<file path="src/rtl/fft_pkg.sv">
`default_nettype none
// ============================================================================
// Module   : fft_pkg
// Purpose  : Shared types and helpers for the FFT front end: complex word
//            layout, bit-reversal of a sample index, real-to-complex packing.
// Revision : 1.0 - initial release
// ============================================================================
package fft_pkg;

    localparam int C_WIDTH = 32;
    localparam int C_HALF  = C_WIDTH / 2;

    // Complex word: real part in the upper half, imaginary in the lower half
    typedef struct packed {
        logic signed [C_HALF-1:0] re;
        logic signed [C_HALF-1:0] im;
    } cplx_t;

    // Reverse the low nbits bits of idx; upper bits of the result are zero
    function automatic logic [31:0] bitrev(input logic [31:0] idx, input int nbits);
        logic [31:0] r;
        r = '0;
        for (int i = 0; i < nbits; i++) begin
            r[nbits-1-i] = idx[i];
        end
        return r;
    endfunction

    // Real audio sample to complex word with a zero imaginary part
    function automatic cplx_t pack_real(input logic signed [C_HALF-1:0] sample);
        cplx_t c;
        c.re = sample;
        c.im = '0;
        return c;
    endfunction

endpackage
`default_nettype wire

</file>
<file path="src/rtl/fft_frame_loader_if.sv">
`default_nettype none
// ============================================================================
// Module   : fft_frame_loader_if
// Purpose  : Sample-in and frame-out handshake bundle of the frame loader.
// Revision : 1.0 - initial release
// ============================================================================
interface fft_frame_loader_if #(
    parameter int SAMPLES = 4,
    parameter int WIDTH   = 32
);
    logic                 in_valid;
    logic [WIDTH/2-1:0]   in_sample;
    logic                 in_ready;
    logic                 flush;
    logic                 frame_valid;
    logic                 frame_ready;
    logic [WIDTH-1:0]     frame_out [SAMPLES];
    logic [15:0]          frame_count;

    // Sample source / frame sink side
    modport master (
        output in_valid, in_sample, flush, frame_ready,
        input  in_ready, frame_valid, frame_out, frame_count
    );

    // Loader side
    modport slave (
        input  in_valid, in_sample, flush, frame_ready,
        output in_ready, frame_valid, frame_out, frame_count
    );
endinterface
`default_nettype wire

</file>
<file path="src/rtl/fft_frame_bank.sv">
`default_nettype none
// ============================================================================
// Module   : fft_frame_bank
// Purpose  : One frame buffer: SAMPLES x WIDTH registers, single write port,
//            full parallel read.
// Revision : 1.0 - initial release
// ============================================================================
module fft_frame_bank #(
    parameter int SAMPLES = 4,
    parameter int WIDTH   = 32,
    parameter int IDX_W   = $clog2(SAMPLES)
) (
    input  wire logic             clk,
    input  wire logic             rst_n,
    input  wire logic             we,
    input  wire logic [IDX_W-1:0] addr,
    input  wire logic [WIDTH-1:0] data,
    output logic      [WIDTH-1:0] rd_data [SAMPLES]
);

    logic [WIDTH-1:0] r_mem [SAMPLES];

    // Storage: cleared on reset so an idle output reads as zero
    always_ff @(posedge clk or negedge rst_n) begin
        if (!rst_n) begin
            for (int i = 0; i < SAMPLES; i++) begin
                r_mem[i] <= '0;
            end
        end else if (we) begin
            r_mem[addr] <= data;
        end
    end

    assign rd_data = r_mem;

endmodule
`default_nettype wire

</file>
<file path="src/rtl/fft_frame_loader.sv">
`default_nettype none
// ============================================================================
// Module   : fft_frame_loader
// Purpose  : FFT front end. Packs real samples into complex words, writes
//            them at bit-reversed positions into a ping-pong frame buffer and
//            presents each completed frame in parallel to the first stage.
// Revision : 1.0 - initial release
// ============================================================================
module fft_frame_loader
    import fft_pkg::*;
#(
    parameter int SAMPLES = 4,
    parameter int WIDTH   = 32,
    parameter int IDX_W   = $clog2(SAMPLES)
) (
    input  wire logic          clk,
    input  wire logic          rst_n,
    fft_frame_loader_if.slave  bus
);

    logic [IDX_W-1:0] r_wr_idx;
    logic             r_wr_bank;
    logic             r_rd_bank;
    logic [1:0]       r_bank_full;
    logic [15:0]      r_frame_count;

    logic             w_in_ready;
    logic             w_frame_valid;
    logic             w_accept;
    logic             w_complete;
    logic             w_consume;
    logic [IDX_W-1:0] w_wr_addr;
    logic [WIDTH-1:0] w_wr_data;
    logic [WIDTH-1:0] w_bank_data [2][SAMPLES];

    // Ready depends on registered state only; flush blocks the write itself
    assign w_in_ready    = !r_bank_full[r_wr_bank];
    assign w_frame_valid = r_bank_full[r_rd_bank];
    assign w_accept      = bus.in_valid && w_in_ready && !bus.flush;
    assign w_complete    = w_accept && (r_wr_idx == IDX_W'(SAMPLES - 1));
    assign w_consume     = w_frame_valid && bus.frame_ready;
    assign w_wr_addr     = IDX_W'(bitrev(32'(r_wr_idx), IDX_W));

    generate
        if (WIDTH == C_WIDTH) begin : g_pack_pkg
            assign w_wr_data = pack_real(bus.in_sample);
        end else begin : g_pack_generic
            assign w_wr_data = {bus.in_sample, {(WIDTH/2){1'b0}}};
        end
    endgenerate

    generate
        for (genvar b = 0; b < 2; b++) begin : g_bank
            fft_frame_bank #(
                .SAMPLES (SAMPLES),
                .WIDTH   (WIDTH),
                .IDX_W   (IDX_W)
            ) u_bank (
                .clk     (clk),
                .rst_n   (rst_n),
                .we      (w_accept && (r_wr_bank == 1'(b))),
                .addr    (w_wr_addr),
                .data    (w_wr_data),
                .rd_data (w_bank_data[b])
            );
        end
    endgenerate

    generate
        for (genvar i = 0; i < SAMPLES; i++) begin : g_out
            assign bus.frame_out[i] = r_rd_bank ? w_bank_data[1][i] : w_bank_data[0][i];
        end
    endgenerate

    // Write pointer: flush restarts the frame, a completed frame wraps it
    always_ff @(posedge clk or negedge rst_n) begin
        if (!rst_n) begin
            r_wr_idx <= '0;
        end else if (bus.flush) begin
            r_wr_idx <= '0;
        end else if (w_accept) begin
            r_wr_idx <= w_complete ? '0 : r_wr_idx + 1'b1;
        end
    end

    // Bank selection and full flags; completion and consume hit different banks
    always_ff @(posedge clk or negedge rst_n) begin
        if (!rst_n) begin
            r_wr_bank   <= 1'b0;
            r_rd_bank   <= 1'b0;
            r_bank_full <= 2'b00;
        end else begin
            if (w_complete) begin
                r_bank_full[r_wr_bank] <= 1'b1;
                r_wr_bank              <= !r_wr_bank;
            end
            if (w_consume) begin
                r_bank_full[r_rd_bank] <= 1'b0;
                r_rd_bank              <= !r_rd_bank;
            end
        end
    end

    // Completed-frame counter, wraps naturally at 2^16
    always_ff @(posedge clk or negedge rst_n) begin
        if (!rst_n) begin
            r_frame_count <= '0;
        end else if (w_complete) begin
            r_frame_count <= r_frame_count + 16'd1;
        end
    end

    assign bus.in_ready    = w_in_ready;
    assign bus.frame_valid = w_frame_valid;
    assign bus.frame_count = r_frame_count;

endmodule
`default_nettype wire

</file>
<file path="src/flat_wrapper.sv">
// flat-port wrapper written by rule: the top's interface ports become plain ports
module fft_frame_loader_flat import fft_pkg::*;
#(
    parameter int SAMPLES = 4,
    parameter int WIDTH   = 32,
    parameter int IDX_W   = $clog2(SAMPLES)
)
  (clk, rst_n, bus_in_valid, bus_in_sample, bus_flush, bus_frame_ready, bus_in_ready, bus_frame_valid, bus_frame_out, bus_frame_count);
  fft_frame_loader_if #(.SAMPLES(SAMPLES), .WIDTH(WIDTH)) bus_i ();
  input  wire logic clk;
  input  wire logic rst_n;
  input wire logic [$bits(bus_i.in_valid)-1:0] bus_in_valid;
  input wire logic [$bits(bus_i.in_sample)-1:0] bus_in_sample;
  input wire logic [$bits(bus_i.flush)-1:0] bus_flush;
  input wire logic [$bits(bus_i.frame_ready)-1:0] bus_frame_ready;
  output wire logic [$bits(bus_i.in_ready)-1:0] bus_in_ready;
  output wire logic [$bits(bus_i.frame_valid)-1:0] bus_frame_valid;
  output wire logic [$bits(bus_i.frame_out)-1:0] bus_frame_out;
  output wire logic [$bits(bus_i.frame_count)-1:0] bus_frame_count;
  assign bus_i.in_valid = bus_in_valid;
  assign bus_i.in_sample = bus_in_sample;
  assign bus_i.flush = bus_flush;
  assign bus_i.frame_ready = bus_frame_ready;
  assign bus_in_ready = bus_i.in_ready;
  assign bus_frame_valid = bus_i.frame_valid;
  assign bus_frame_out = {>>{bus_i.frame_out}};
  assign bus_frame_count = bus_i.frame_count;
  fft_frame_loader #(.SAMPLES(SAMPLES), .WIDTH(WIDTH), .IDX_W(IDX_W)) u_core (.clk(clk), .rst_n(rst_n), .bus(bus_i));
endmodule
</file>
<file path="config.mk">
export PLATFORM = sky130hd
export DESIGN_NAME = fft_frame_loader_flat
export DESIGN_NICKNAME = d
export VERILOG_FILES = /design/src/rtl/fft_pkg.sv /design/src/rtl/fft_frame_loader_if.sv /design/src/rtl/fft_frame_bank.sv /design/src/rtl/fft_frame_loader.sv /design/src/flat_wrapper.sv
export SDC_FILE = /design/constraint.sdc
export NUM_CORES = 1
export LEC_CHECK = 0
export CORE_ASPECT_RATIO = 0.7
export CORE_MARGIN = 8
export CORE_UTILIZATION = 45
export DETAILED_ROUTE_END_ITERATION = 16
export GPL_ROUTABILITY_DRIVEN = 0
export PLACE_DENSITY = 0.82
export SLEW_MARGIN = 10
export SYNTH_ARGS = -nofsm -noshare
export SYNTH_HDL_FRONTEND = slang
export SYNTH_SLANG_ARGS = --single-unit
</file>
<file path="constraint.sdc">
create_clock -name clk -period 1.85 [get_ports clk]
set_input_delay 0.555 -clock clk [delete_from_list [all_inputs] [get_ports clk]]
set_output_delay 0.555 -clock clk [all_outputs]
set_load 0.02 [all_outputs]
</file>
# After elaboration in Yosys (flattened, before gate mapping)
# Cells that the tools add are included.
[word_totals]
rom_bits = 0
ram_bits = 0
mem_count = 0
reg_bits = 278
latchBits = 0
[classes]
div = 0
shifts = 0
n_bitwise = 5
magnitude_cmp = 6
eq_ne = 1
reduce_logical = 14
n_addsub = 2
multipliers = 0
n_mux = 21
[ops]
columns = ["cell", "count"]
rows = [
  ["bitwise mux 128 bit", 2],
  ["2-to-1 mux 32 bit", 5],
  ["demux 32 bit (select 2 bit)", 1],
  ["adder 16 x 1 -> 16 bit, second input constant", 1],
  ["2-to-1 mux 2 bit", 5],
  ["logical AND 1 bit", 9],
  ["2-to-1 mux 1 bit", 6],
  ["logical NOT 1 bit", 4],
  ["less-than comparator 1 x 2 -> 1 bit, second input constant", 2],
  [">= comparator 3 bit, second input constant", 1],
  ["less-than comparator 3 x 1 -> 1 bit, second input constant", 1],
  ["NOT 2 -> 3 bit", 1],
  ["adder 2 x 1 -> 2 bit, second input constant", 1],
  ["bitwise AND 2 bit", 1],
  ["demux 1 bit (select 1 bit)", 2],
  ["== test 2 bit, second input constant", 1],
  [">= comparator 1 bit, second input constant", 2],
  ["NOT 2 bit", 1],
  ["OR 2 bit", 1],
  ["nonzero test 2 bit", 1],
  ["NOT 1 bit", 1],
]

# Logic depth before layout (Yosys ltp)
# Gate-level depths: netlist of the first run.
[logic_depth]
ltp_word = 9
ltp_mapped = 6
depth_no_buf = 5

# By module
# A second synthesis of the first run with hierarchy kept.
[hier_totals]
hier_cells = 780
area_unflattened_um2 = 12075.3
[by_module_without_submodules]
columns = ["mod", "n_inst", "cells_each", "seq_area_each_um2", "area_each_um2"]
rows = [
  ["fft_frame_bank", 2, 272, 3203.1, 4744.6],
  ["fft_frame_loader", 1, 236, 550.5, 2586.2],
]

# Least setup slack after synthesis of the first run
# OpenSTA, ideal clock, no wires.
[synth_timing]
path_type = "reg-to-output"
from = "register u_core.r_rd_bank"
to = "output port bus_frame_out[121]"
path_stages_with_launch = 5
t_arrival_ns = 1.311
path_slack_ns = -0.016
n_path_buf = 3
cell_sequence = "dfrtp_1 clkbuf_1 buf_2 buf_2 mux2_2"
[synth_between]
elab_chain_len = 1
[synth_rtl]
columns = ["item", "line_no", "text"]
rows = [
  ["start: declaration", "fft_frame_loader.sv:23", "logic r_rd_bank;"],
  ["start signal: assignment", "fft_frame_loader.sv:99", "r_rd_bank <= !r_rd_bank;"],
  ["2-to-1 mux 32 bit", "fft_frame_loader.sv:71", "assign bus.frame_out[i] = r_rd_bank ? w_bank_data[1][i] : w_bank_data[0][i];"],
  ["end: declaration", "flat_wrapper.sv:18", "output wire logic [$bits(bus_i.frame_out)-1:0] bus_frame_out;"],
]
# No other way between the ends.

# Final worst setup path of the first run
[layout_timing]
from = "register u_core.r_rd_bank"
to = "output port bus_frame_out[22]"
# The elaborated chain is that of the path after synthesis.

==> results of run 1 <==
repair_timing:
action,in CTS,in global routing
gates cloned,0,4
resized for setup,206,175
setup buffers,1,15
pin swaps,0,3
endpoints found under the setup margin,131,120
per-stage QoR:
step                setup slack [ns]  instance area, um^2  hold WS, ns  power, mW
CTS                           -0.510                 8990       0.0922       11.4
global route                  -0.497                 9360       0.0960       12.4
detailed placement            -0.496                 8540        0.465       8.14
global placement              -0.431                 8540        0.457       8.00
floorplan                     0.0344                 7470        0.259       6.62
finish                        -0.460                 9360       0.0612       11.9
final cells by class:
class	instances	share of cell area, %
clock buffers	20	4.77
repair buffers	150	16.2
inverters	6	0.241
multi-input cells	340	34.3
flip-flops and latches	150	40.1
clock inverters	12	1.64
well taps	200	2.67
registers in the layout (all words and copies together) (netlist names):
register and cells:
u_core.bus.frame_count 16, u_core.r_rd_bank 1, u_core.r_bank_full 2, u_core.r_wr_idx 2, u_core.r_wr_bank 1, u_core.g_bank.u_bank.rd_data 128
path summary, 6_finish.rpt:
check,start,endpoint,cells past startpoint
min,rst_n,u_core.bus.frame_count[15]$_DFFE_PN0P_,1
min reg2reg,u_core.bus.frame_count[15]$_DFFE_PN0P_,u_core.bus.frame_count[15]$_DFFE_PN0P_,1
max reg2reg,u_core.r_wr_idx[0]$_DFFE_PN0P_,u_core.g_bank[0].u_bank.rd_data[119]$_DFFE_PN0P_,5
max,u_core.r_rd_bank$_DFFE_PN0N_,bus_frame_out[22],5
min in group clk,u_core.bus.frame_count[15]$_DFFE_PN0P_,u_core.bus.frame_count[15]$_DFFE_PN0P_,1
max in group asynchronous,rst_n,u_core.g_bank[1].u_bank.rd_data[118]$_DFFE_PN0P_,2
logic make-up (layout without fill, tap and decap cells):
| kind of cell | after synthesis | after routing | synth area share [%] |
|---|---|---|---|
| AOI/OAI and AO/OA | 5 | 5 | 0.363 |
| other | 1 | 64 | 0.0518 |
| buffers and inverters | 88 | 188 | 8.52 |
| xor gates and xnor gates | 15 | 15 | 1.82 |
| and+or+nand+nor | 56 | 57 | 4.65 |
| DFF | 150 | 150 | 51.9 |
| adders and majority gates | 5 | 5 | 0.865 |
| muxes | 194 | 194 | 31.9 |
where the power goes:
part	internal (mW)	switching [mW]
Sequential	3.96	0.408
Combinational	2.12	1.86
Clock	2.15	1.38
per-layer routing:
layer / share of wire [%] / vias to the layer above / track usage, %
met5: 0 / - / 0
met3: 5.1 / 29 / 4.49
met4: 1.8 / 0 / 6.39
met2: 50 / 134 / 28.6
li1: - / 1966 / -
met1: 44 / 2348 / 21.3
synth_stat cells (3+ instances only):
cell type | number | area share [%]
sky130_fd_sc_hd__ha_1 | 5 | 0.86
sky130_fd_sc_hd__mux2_2 | 164 | 26
sky130_fd_sc_hd__inv_1 | 6 | 0.31
sky130_fd_sc_hd__nand2_4 | 3 | 0.47
sky130_fd_sc_hd__nor3_1 | 8 | 0.55
sky130_fd_sc_hd__buf_2 | 4 | 0.28
sky130_fd_sc_hd__nand2_2 | 4 | 0.35
sky130_fd_sc_hd__nand3_1 | 6 | 0.42
sky130_fd_sc_hd__a21oi_1 | 3 | 0.21
sky130_fd_sc_hd__xnor2_1 | 6 | 0.73
sky130_fd_sc_hd__xor2_1 | 9 | 1.1
sky130_fd_sc_hd__mux2_4 | 29 | 6.0
sky130_fd_sc_hd__buf_4 | 68 | 7.1
sky130_fd_sc_hd__clkbuf_1 | 5 | 0.26
sky130_fd_sc_hd__dfrtp_1 | 150 | 52
sky130_fd_sc_hd__nor2_1 | 3 | 0.16
sky130_fd_sc_hd__buf_6 | 3 | 0.47
sky130_fd_sc_hd__nand2_1 | 18 | 0.93
==> results.sh, run 1 <==
export IMPL_status="finished with violations"
export IMPL_violations="negative setup slack"
export IMPL_dp_final_hpwl_mm=12.2
export IMPL_maxClockFrequency_ghz=0.433
export IMPL_clock_transition_at_the_register_clock_pins_on_the_worst_setup_and_hold_paths_after_cts_ns=0.06
export IMPL_timing_final_crit_share_pct=125
export IMPL_floorplan_die_height_um=122
export IMPL_finalSetupTns_ns=-24.40
export IMPL_timing_slew_headroom_pct=64.6
export IMPL_synthFlopType="sky130_fd_sc_hd__dfrtp_1"
export IMPL_placed_cells=826
export IMPL_die_w_um=168
export IMPL_final_max_slew_violation_count=0
export IMPL_final_cells=878
export IMPL_cts_buffers=17
export IMPL_drt_wirelength_per_cell_um=21.0
export IMPL_critical_path_class="reg2out"
export IMPL_commonest_non_fill_non_tap_cells_in_the_layout="sky130_fd_sc_hd__mux2_2, sky130_fd_sc_hd__dfrtp_1, sky130_fd_sc_hd__conb_1, sky130_fd_sc_hd__mux2_4, sky130_fd_sc_hd__buf_6"
export IMPL_ys_seq_elements=150
export IMPL_numClockSinks=150
export IMPL_postRouteAntennaNets=0
export IMPL_cts_hold_buf=0
export IMPL_path_cells="buf_12 > buf_8 > clkbuf_16 > mux2_4 > buf_6"
export IMPL_grt_pass1_wl_mm=27.5
export IMPL_start_kind="flip-flop"
export IMPL_area_growth_synth_to_final_pct=29.3
export IMPL_fp_dieArea_um2=20500
export IMPL_floorplan_rows=38
export IMPL_post_synth_cell_area_avg_um2=14.1
export IMPL_cts_buffer_depth=2
export IMPL_drc_errors=0
export IMPL_clock_tree_htree_level_count=4
export IMPL_crit_family="buffers and inverters"
export IMPL_largest_net_degree_at_the_start_of_global_routing=44
export IMPL_synth_edf_count=0
export IMPL_dr_pass1_iters=5
export IMPL_detailedRoute_firstIterationViolations=161
export IMPL_ys_async_sr_fraction_pct=100
export IMPL_finalHoldViolations=0
export IMPL_max_cap_violations=0
export IMPL_path_buf_inv=4
export IMPL_grt_antenna_before_repair=0
export IMPL_tightestPinTransition_ns=0.530
export IMPL_insertedDiodeCount=0
export IMPL_rrSetupSlack_ns=0.15
export IMPL_cp_data_required_time_ns=1.29
export IMPL_viasPerCell=5.10
export IMPL_layout_commonest_cell="sky130_fd_sc_hd__mux2_2"
export IMPL_insertion_delay_ns=0.42
export IMPL_synth_distinct_cells=34
export IMPL_end_kind="output pin"
export IMPL_layout_drive_gt1_share_pct=52.5
export IMPL_cp_slowest_stage_delay_ns=0.45
export IMPL_num_io_pins=167
export IMPL_worstPathArrival_ns=1.76
export IMPL_root_cell_of_the_clock_tree="sky130_fd_sc_hd__clkbuf_16"
export IMPL_routed_wl_mm=18.4
export IMPL_layout_nets=691
export IMPL_min_period_ns=2.31
export IMPL_layout_area_seq_um2=3750
export IMPL_synth_yosys_warnings=0
export IMPL_final_core_util_pct=60.0
export IMPL_vias=4477
export IMPL_clock_skew_final_ns=0.0113
export IMPL_grt_total_usage_pct=17.1
export IMPL_tritoncts="built"
export IMPL_postLayoutSetupSlackWorst_ns=-0.460
export IMPL_number_of_global_route_vias_before_repair=5049
export IMPL_multi_input_comb_area_um2=3210
export IMPL_syn_inst=514
export IMPL_cpMaxStageDelayCell="sky130_fd_sc_hd__dfrtp_2"
export IMPL_netlist_area_um2=7240
export IMPL_timing_final_setup_violations=68
export IMPL_start_util_pct=46.4
export IMPL_unrepaired_setup_endpoints_after_global_routing="yes"
export IMPL_synth_seq_area_share_pct=51.9
export IMPL_cellPowerDensity_nw_per_um2=1270
export IMPL_crit_fanout=7
export IMPL_design_core_area_um2=15600
export IMPL_leakage_nw=4.75
export IMPL_num_fill_cells=1184
export IMPL_grt_overflow_total=0
export IMPL_timing_hold_worst_class="in2async"
export IMPL_io_buffer_count=102
export IMPL_ir_drop_mv=0.783
Note: power is estimated with default switching activity, not from simulation.
==> inputs of run 2 (changes only) <==
--- a/config.mk
+++ b/config.mk
@@ -5,12 +5,14 @@
 export SDC_FILE = /design/constraint.sdc
 export NUM_CORES = 1
 export LEC_CHECK = 0
+export CELL_PAD_IN_SITES_DETAIL_PLACEMENT = 1
+export CELL_PAD_IN_SITES_GLOBAL_PLACEMENT = 2
 export CORE_ASPECT_RATIO = 0.7
 export CORE_MARGIN = 8
-export CORE_UTILIZATION = 45
+export CORE_UTILIZATION = 31
 export DETAILED_ROUTE_END_ITERATION = 16
 export GPL_ROUTABILITY_DRIVEN = 0
-export PLACE_DENSITY = 0.82
+export PLACE_DENSITY = 0.83
 export SLEW_MARGIN = 10
 export SYNTH_ARGS = -nofsm -noshare
 export SYNTH_HDL_FRONTEND = slang
==> results.sh, run 2 (synthesis results as in run 1) <==
export IMPL_status="finished with violations"
export IMPL_violations="negative setup slack"
export IMPL_cellPowerDensity_nw_per_um2=1260
export IMPL_max_cap_violations=0
export IMPL_grt_pass1_wl_mm=30.5
export IMPL_cell_area_after_placement_um2=8600
export IMPL_finalInstanceArea_um2=9530
export IMPL_start_kind="flip-flop"
export IMPL_die_w_um=199
export IMPL_io_buffer_count=102
export IMPL_largest_reg_flops=128
export IMPL_routed_wl_mm=19.4
export IMPL_floorplan_die_height_um=144
export IMPL_insertion_delay_ns=0.42
export IMPL_area_growth_synth_to_final_pct=31.7
export IMPL_drt_wirelength_per_cell_um=19.8
export IMPL_grt_total_usage_pct=13.8
export IMPL_num_io_pins=167
export IMPL_leakage_nw=4.73
export IMPL_insertedDiodeCount=0
export IMPL_layout_drive_gt1_share_pct=51.7
export IMPL_ir_drop_mv=0.670
export IMPL_dr_pass1_iters=4
export IMPL_detailedRoute_firstIterationViolations=126
export IMPL_unrepaired_setup_endpoints_after_global_routing="yes"
export IMPL_timing_final_crit_share_pct=120
export IMPL_numClockSinks=150
export IMPL_timing_hold_ws_ns=0.0244
export IMPL_timing_hold_worst_class="in2async"
export IMPL_grt_antenna_before_repair=0
export IMPL_layout_commonest_cell="sky130_fd_sc_hd__dfrtp_1"
export IMPL_maxClockFrequency_ghz=0.452
export IMPL_critical_path_class="reg2out"
export IMPL_clock_tree_htree_level_count=4
export IMPL_viasPerCell=4.37
export IMPL_largest_net_degree_at_the_start_of_global_routing=43
export IMPL_tritoncts="built"
export IMPL_vias=4271
export IMPL_finalSetupTns_ns=-20.93
export IMPL_cts_buffers=17
export IMPL_timing_final_setup_violations=65
export IMPL_design_core_area_um2=22800
export IMPL_finalHoldViolations=0
export IMPL_clock_transition_at_the_register_clock_pins_on_the_worst_setup_and_hold_paths_after_cts_ns=0.07
export IMPL_cts_buffer_depth=2
export IMPL_end_kind="output pin"
export IMPL_place_ws_ns=-0.432
export IMPL_drc_errors=0
export IMPL_fp_dieArea_um2=28600
export IMPL_layout_nets=678
export IMPL_start_util_pct=31.7
export IMPL_number_of_global_route_vias_before_repair=5041
export IMPL_cp_data_required_time_ns=1.29
export IMPL_postLayoutSetupSlackWorst_ns=-0.363
export IMPL_dp_final_hpwl_mm=13.5
export IMPL_cts_hold_buf=0
export IMPL_postRouteAntennaNets=0
export IMPL_crit_fanout=7
export IMPL_floorplan_rows=46
export IMPL_final_max_slew_violation_count=0
export IMPL_min_period_ns=2.21
export IMPL_num_fill_cells=2402
export IMPL_power_total_mw=12.0
export IMPL_final_cells=977
export IMPL_worstPathArrival_ns=1.66
export IMPL_commonest_non_fill_non_tap_cells_in_the_layout="sky130_fd_sc_hd__dfrtp_1, sky130_fd_sc_hd__mux2_2, sky130_fd_sc_hd__mux2_4, sky130_fd_sc_hd__conb_1, sky130_fd_sc_hd__buf_6"
export IMPL_grt_overflow_total=0
export IMPL_clock_skew_final_ns=0.0125
export IMPL_root_cell_of_the_clock_tree="sky130_fd_sc_hd__clkbuf_16"
export IMPL_placed_cells=935
export IMPL_final_core_util_pct=41.8
run 2: power by group:
group / internal [mW] / switching (mW)
Clock: 1.79 / 1.48
Combinational: 2.42 / 1.96
Sequential: 3.96 / 0.392
Total: 8.17 / 3.83
run 2: final cells by class:
| class | count | area [um^2] | share of cell area [%] |
|---|---|---|---|
| flip-flops and latches | 150 | 3750 | 39.4 |
| multi-input cells | 339 | 3290 | 34.5 |
| repair buffers | 138 | 1520 | 15.9 |
| clock buffers | 19 | 443 | 4.65 |
| well taps | 312 | 390 | 4.10 |
| clock inverters | 13 | 113 | 1.18 |
| inverters | 6 | 22.5 | 0.236 |
run 2: routing by layer:
metal / global-route usage (%) / part of all wire [%]
met5: 0 / 0
met4: 2.57 / 0.34
met1: 18.0 / 47
met3: 3.88 / 3.9
met2: 22.8 / 49
run 2: repair_timing:
| action | 4_1_cts | 5_1_grt |
|---|---|---|
| cloned | 3 | 3 |
| buffers inserted | 4 | 0 |
| pin swaps | 0 | 0 |
| endpoints found under the setup margin | 82 | 81 |
| resized for setup | 326 | 121 |
run 2: path summary, 6_finish.rpt:
kind | cells past startpoint | start | to | slack [ns]
max | 4 | u_core.r_rd_bank$_DFFE_PN0N_ | bus_frame_out[48] | -0.36
min | 1 | rst_n | u_core.g_bank[0].u_bank.rd_data[19]$_DFFE_PN0P_ | 0.02
max reg2reg | 6 | u_core.r_wr_bank$_DFFE_PN0P_ | u_core.g_bank[0].u_bank.rd_data[61]$_DFFE_PN0P_ | 0.20
min reg2reg | 1 | u_core.bus.frame_count[15]$_DFFE_PN0P_ | u_core.bus.frame_count[15]$_DFFE_PN0P_ | 0.48
max in group asynchronous | 2 | rst_n | u_core.g_bank[1].u_bank.rd_data[125]$_DFFE_PN0P_ | 1.23
min in group clk | 1 | u_core.bus.frame_count[15]$_DFFE_PN0P_ | u_core.bus.frame_count[15]$_DFFE_PN0P_ | 0.48
run 2: worst max-delay path: stages, from the launching register on:
cell                        delay, ns
sky130_fd_sc_hd__dfrtp_2         0.45
sky130_fd_sc_hd__buf_12          0.16
sky130_fd_sc_hd__clkbuf_16       0.17
sky130_fd_sc_hd__mux2_4          0.33
sky130_fd_sc_hd__buf_6           0.14
